## config.mk

```make
export PLATFORM = sky130hd
export DESIGN_NAME = uart_tx_arbiter
export DESIGN_NICKNAME = d
export VERILOG_FILES = /design/src/rtl/uart_tx_arbiter.sv
export SDC_FILE = /design/constraint.sdc
export NUM_CORES = 1
export LEC_CHECK = 0
export CELL_PAD_IN_SITES_DETAIL_PLACEMENT = 1
export CELL_PAD_IN_SITES_GLOBAL_PLACEMENT = 2
export CORE_MARGIN = 3
export CORE_UTILIZATION = 27
export DETAILED_ROUTE_END_ITERATION = 6
export PLACE_DENSITY_LB_ADDON = 0.08
export REMOVE_ABC_BUFFERS = 1
export SYNTH_ARGS = -nofsm -noshare
export SYNTH_HDL_FRONTEND = slang
export SYNTH_SLANG_ARGS = --single-unit
```

## constraint.sdc

```tcl
create_clock -name CLK -period 1.7 [get_ports CLK]
set_clock_uncertainty 0.1 [all_clocks]
set_input_delay 0.34 -clock CLK [delete_from_list [all_inputs] [get_ports CLK]]
set_output_delay 0.34 -clock CLK [all_outputs]
set_load 0.005 [all_outputs]
```

## src/rtl/uart_tx_arbiter.sv

```systemverilog
// uart_tx_arbiter
// Two-source round-robin arbiter in front of the shared UART transmitter.
// A granted byte is latched and presented to uart_tx with TX_Data_Valid held
// high for the whole frame. The owner is released on TX_Done_Sig, or by a
// watchdog if the transmitter never reports completion. Every output is a
// flop, so downstream logic (the bit-rate counter enable in particular) sees
// glitch-free levels.

module uart_tx_arbiter #(
    parameter int              TO_W    = 12,
    parameter logic [TO_W-1:0] TIMEOUT = 12'd2000
) (
    input  logic       CLK,
    input  logic       RSTn,

    input  logic       Req0_Sig,
    input  logic [7:0] Req0_Data,
    output logic       Ack0_Sig,

    input  logic       Req1_Sig,
    input  logic [7:0] Req1_Data,
    output logic       Ack1_Sig,

    input  logic       TX_Done_Sig,
    output logic       TX_Data_Valid,
    output logic [7:0] TX_Data,

    output logic [1:0] Grant_Out,
    output logic       Timeout_Sig
);

    // Last counter value that may still be spent in SEND; reaching it without
    // a done pulse forces the release, so the counter can never wrap.
    localparam logic [TO_W-1:0] LAST_CNT = TIMEOUT - 1'b1;

    typedef enum logic [1:0] {
        S_IDLE = 2'd0,
        S_SEND = 2'd1,
        S_DONE = 2'd2
    } state_t;

    // ------------------------------------------------------------------
    // State and registered outputs
    // ------------------------------------------------------------------
    state_t          state_q,   state_d;
    logic            last_q,    last_d;      // requester served most recently
    logic [TO_W-1:0] cnt_q,     cnt_d;       // cycles spent in SEND
    logic [7:0]      tx_data_q, tx_data_d;
    logic            valid_q,   valid_d;
    logic [1:0]      grant_q,   grant_d;
    logic            ack0_q,    ack0_d;
    logic            ack1_q,    ack1_d;
    logic            timeout_q, timeout_d;

    // Arbitration result for the current IDLE cycle
    logic            any_req;
    logic            winner;                 // 0: requester 0, 1: requester 1

    // Pick the winner: a lone requester wins outright, a tie goes to the
    // requester that was not served last.
    always_comb begin
        any_req = Req0_Sig | Req1_Sig;
        if (Req0_Sig && Req1_Sig) begin
            winner = ~last_q;
        end else begin
            winner = Req1_Sig;
        end
    end

    // Next-state and next-output logic for the IDLE / SEND / DONE sequence.
    always_comb begin
        // NOTE: every signal assigned in this block gets a default first, so
        // no path through the case statement can leave one unassigned and
        // infer a latch.
        state_d   = state_q;
        last_d    = last_q;
        cnt_d     = cnt_q;
        tx_data_d = tx_data_q;
        valid_d   = valid_q;
        grant_d   = grant_q;
        ack0_d    = 1'b0;
        ack1_d    = 1'b0;
        timeout_d = 1'b0;

        unique case (state_q)
            S_IDLE: begin
                // TX_Done_Sig is deliberately not looked at here.
                if (any_req) begin
                    state_d   = S_SEND;
                    last_d    = winner;
                    cnt_d     = '0;
                    tx_data_d = winner ? Req1_Data : Req0_Data;
                    grant_d   = winner ? 2'b10 : 2'b01;
                    valid_d   = 1'b1;
                end
            end

            S_SEND: begin
                // Requests and data are ignored while a frame is in flight;
                // a requester that drops out still gets its Ack.
                if (TX_Done_Sig) begin
                    // Normal completion wins over a coincident timeout.
                    state_d = S_DONE;
                    valid_d = 1'b0;
                    grant_d = 2'b00;
                    ack0_d  = grant_q[0];
                    ack1_d  = grant_q[1];
                end else if (cnt_q == LAST_CNT) begin
                    state_d   = S_DONE;
                    valid_d   = 1'b0;
                    grant_d   = 2'b00;
                    ack0_d    = grant_q[0];
                    ack1_d    = grant_q[1];
                    timeout_d = 1'b1;
                end else begin
                    cnt_d = cnt_q + 1'b1;
                end
            end

            S_DONE: begin
                // One cycle with valid low, then a further IDLE cycle: the
                // transmitter's bit-rate counter always sees a clean restart.
                state_d = S_IDLE;
            end

            default: begin
                state_d = S_IDLE;
                valid_d = 1'b0;
                grant_d = 2'b00;
            end
        endcase
    end

    // Register state and outputs; reset returns everything to idle at once,
    // dropping any frame in flight without an Ack.
    always_ff @(posedge CLK or negedge RSTn) begin
        if (!RSTn) begin
            state_q   <= S_IDLE;
            last_q    <= 1'b1;
            cnt_q     <= '0;
            tx_data_q <= 8'h00;
            valid_q   <= 1'b0;
            grant_q   <= 2'b00;
            ack0_q    <= 1'b0;
            ack1_q    <= 1'b0;
            timeout_q <= 1'b0;
        end else begin
            // NOTE: non-blocking assignments here so every flop samples the
            // values from before the edge, independent of statement order.
            state_q   <= state_d;
            last_q    <= last_d;
            cnt_q     <= cnt_d;
            tx_data_q <= tx_data_d;
            valid_q   <= valid_d;
            grant_q   <= grant_d;
            ack0_q    <= ack0_d;
            ack1_q    <= ack1_d;
            timeout_q <= timeout_d;
        end
    end

    assign TX_Data       = tx_data_q;
    assign TX_Data_Valid = valid_q;
    assign Grant_Out     = grant_q;
    assign Ack0_Sig      = ack0_q;
    assign Ack1_Sig      = ack1_q;
    assign Timeout_Sig   = timeout_q;

endmodule

```

==> results summary <==
The number of buffers inserted during clock tree synthesis is 5. The run finished, with violations left. The combinational fraction of design power is 0.373. The share of flip-flops with an asynchronous set or reset after synthesis is 1.00. The highest clock rate came out at 0.582 GHz.

The core region is between 0.005 and 0.006 mm^2. The area enclosed by the die boundary is 0.00644 mm^2. The clock latency on the worst-skew pair is 0.28 ns. The signal on the critical path passes through clkdlybuf4s50_1 > nor3_1 > a211o_2 > o31ai_2 > o31ai_2.

The number of warnings printed during yosys synthesis came out at 0. The buffer and inverter count on the worst path came out at 1. The HPWL after detailed placement came out at around 3100 um. The utilization of the core after routing is 0.428.

The sequential share of power came out at 0.384. The via total after detailed routing is around 1400. The final routed DRC violation total came out at 0.

After detailed routing, the average wire length per cell comes to 15.2 um. For the worst setup path, the data required time is 1.75 ns. The max-slew violation total from the final report came to 0. The count of pins on the block boundary is 35. Broken down by cell family, the worst path's largest delay share belongs to compound AO/OA/AOI/OAI gates. The leftover overflow at the end of global routing is 0.

The maximum number of pins on one net before global-route repair came out at 30. The count of cell types in the netlist came out at 37. The overall routing resource usage came out at 0.146.

The slowest stage of the critical path belongs to the cell clkdlybuf4s50_1. The signal arrival time at the worst endpoint is 1.77 ns. From synthesis to final layout, the design area changed by 49.6%. The critical path launch point type is a primary input. The maximum clock insertion buffer count is 2.

The number of antenna repair diodes came out at 0. The number of max-cap violations is 0. The initial antenna violation count came to 0. For this run, the post-layout net count is 230. The quantity of I/O buffers inserted on ports is 34. Setup violations remaining at the end of the flow were counted as 1. After routing the design area is 0.00223 mm^2. Before antenna repair, the detailed router went through 4 iterations. The vertical die dimension came out at 80.3 um. The ratio of final minimum period to clock period is 1.01.

The average via count per standard cell came out at 4.87. The tree is rooted in a clkbuf_8. For this design, the sink count on the clock tree is 29. The first global-routing pass estimated around 7300 um of wire. The maximum cell stage delay along the critical path is ~0.5 ns. The cell-internal power came out at ~1.8 mW. The analysis attributes to cell leakage a power of 0.962 nW. The switching power summed over all nets is 0.810 mW. After synthesis the cells add up to around 0.0015 mm^2.

The footprint of the flip-flops and latches came out at 727 um^2. The starting density of the core is 0.286. At the end of routability-driven placement, the weighted congestion stood at 0.794. The initial detailed-routing violation count is 19. The worst voltage drop across the vdd grid is 487 uV. The power per cell area is 1160 mW/mm^2. In this run the tightest slew margin relative to its limit is 0.772. The fraction of final layout cells with drive strength greater than 1 came out at 0.258. In this run the worst path has a maximum fanout of 14. Counting flops with a built-in enable in the synthesized netlist gives 0.

The post-synthesis sequential element count is 29. The worst-case register-to-register setup slack came out at 0 ns. The critical path is of the in -> reg type. The number of fill cells came out at 602.

Across all setup checks in the final design, the least slack found is -0.0191 ns. For this run, the register share of the synthesized area comes to 0.488. TritonCTS built the clock tree. The worst setup timing slack at the placement stage is -0.404 ns. The combined area of the multi-input logic cells is 737 um^2. After synthesis, the mean cell area works out to 9.99 um^2. The width of the chip came out at between 80 and 90 um. Clock-pin slew was measured on the worst setup and hold paths at ~0.060 ns.

The path class of the tightest hold or removal check is in -> async. The measured slew at the worst slew-check pin is 0.341 ns. Setup repair after global routing could not meet its margin everywhere. Of the total power, the share spent switching nets is 0.312. The via count of the first global-routing pass is 1488. The final layout contains routed wiring with a total length of around 4200 um. The final reports fail on setup timing. The initialized floorplan defines 26 standard-cell rows. The number of hold-slack violations in the final timing report is 0.

The number of nets with antenna violations after routing came out at 0. The library cell appearing most often on the critical path is o31ai_2. The depth of the CTS H-tree came out at 2. The number of cells produced by synthesis is 149. The worst setup path is captured at a flop. After layout, the minimum clock period comes to roughly 1.7 ns. For this run, the leading register cell type out of synthesis is dfrtp_1.

The portion of total power attributed to the clock network is 0.243. The post-placement cell area came out at approximately 0.0021 mm^2.
[cell type report]
cell class,count,area share
clock inverter,1,0.00225
tap,70,0.0393
timing repair buffer,60,0.251
sequential,29,0.326
inverter,4,0.00674
clock buffer,7,0.0433
multi-input combinational,108,0.331
[registers in the layout, summed over array words and instances (netlist names)]
signal and count:
Ack0_Sig 1, Ack1_Sig 1, Grant_Out 2, TX_Data 8, TX_Data_Valid 1, Timeout_Sig 1, cnt_q 12, last_q 1
state_q 2
[layout by cell type, fill, tap and decap left out, types with 3 or more instances in the layout]
master,count
a31oi_1,5
and3_2,3
nor3_1,3
o21ai_1,8
o21ai_0,6
nor2_1,14
nand4_1,3
dfrtp_1,28
clkbuf_8,7
buf_6,3
nand2_1,12
o31ai_1,9
mux2i_1,9
buf_4,22
clkdlybuf4s50_1,34
inv_1,4
a21oi_1,10
and2_1,3
[cell usage after synthesis, types with 2 or more instances]
master     n  area, um^2
nand2_1   12        45.0
and3_1     2        12.5
nor2_1    14        52.6
dfrtp_1   28         701
clkbuf_1   3        11.3
inv_1      4        15.0
o21ai_0    8        40.0
and3_2     2        15.0
buf_2      3        15.0
o31ai_1   11        82.6
nand3_1    2        10.0
and2_1     3        18.8
nor3_1     3        15.0
a31oi_1    5        31.3
buf_6      2        22.5
o21ai_1    6        30.0
nand4_1    3        18.8
a21oi_1   11        55.1
mux2i_1    9        90.1
[stage by stage]
step / total power [mW] / hold slack (ns) / setup TNS (ns) / instances
floorplan: 1.36 / -0.0556 / -2.34 / 141
global placement: 1.87 / 0.371 / -4.60 / 268
detailed placement: 1.93 / 0.382 / -6.25 / 268
CTS: 2.59 / 0.327 / 0 / 276
global route: 2.78 / 0.346 / -0.441 / 279
finish: 2.59 / 0.327 / -0.0191 / 279
[routing by layer]
| metal | routed length, um | part of all wire | vias to the layer above | track usage |
|---|---|---|---|---|
| li1 | - | - | 662 | - |
| met1 | 1910 | 0.45 | 663 | 0.175 |
| met2 | 2080 | 0.49 | 28 | 0.253 |
| met3 | 199 | 0.047 | 7 | 0.0348 |
| met4 | 55 | 0.013 | 0 | 0.0507 |
| met5 | 0 | 0 | - | 0 |
[final timing paths]
check / startpoint / to / cells past startpoint
min reg2reg: TX_Data_Valid$_DFFE_PN0P_ / TX_Data_Valid$_DFFE_PN0P_ / 2
max: Req1_Sig / cnt_q[8]$_DFFE_PN0P_ / 5
min in group CLK: TX_Data_Valid$_DFFE_PN0P_ / TX_Data_Valid$_DFFE_PN0P_ / 2
max reg2reg: cnt_q[1]$_DFFE_PN0P_ / cnt_q[10]$_DFFE_PN0P_ / 5
max in group asynchronous: RSTn / last_q$_DFFE_PN1P_ / 2
min: RSTn / TX_Data[6]$_DFFE_PN0P_ / 2
[power by group through the flow]
| stage | sequential (mW) | clock (mW) | combinational [mW] |
|---|---|---|---|
| after global routing | 1.02 | 0.693 | 1.07 |
| after global placement | 0.988 | 0 | 0.886 |
| after detailed placement | 1.00 | 0 | 0.924 |
| after floorplan | 0.997 | 0 | 0.367 |
| final | 0.995 | 0.630 | 0.968 |
| after CTS | 0.990 | 0.658 | 0.937 |
[cells by family after synthesis]
logic type / Yosys count / share of synthesized area
AOI/OAI and AO/OA: 49 / 0.216
adders and majority gates: 1 / 0.00840
buffers and inverters: 12 / 0.0428
DFF: 29 / 0.488
muxes: 9 / 0.0605
and+or+nand+nor: 49 / 0.184
[what timing repair did]
action | in CTS | in global routing
endpoints found under the setup margin | 13 | 16
gates resized for setup | 7 | 10
buffers inserted | 0 | 3
hold buffers | 0 | 0
pin swaps | 3 | 4
(Power assumes the default switching activity.)
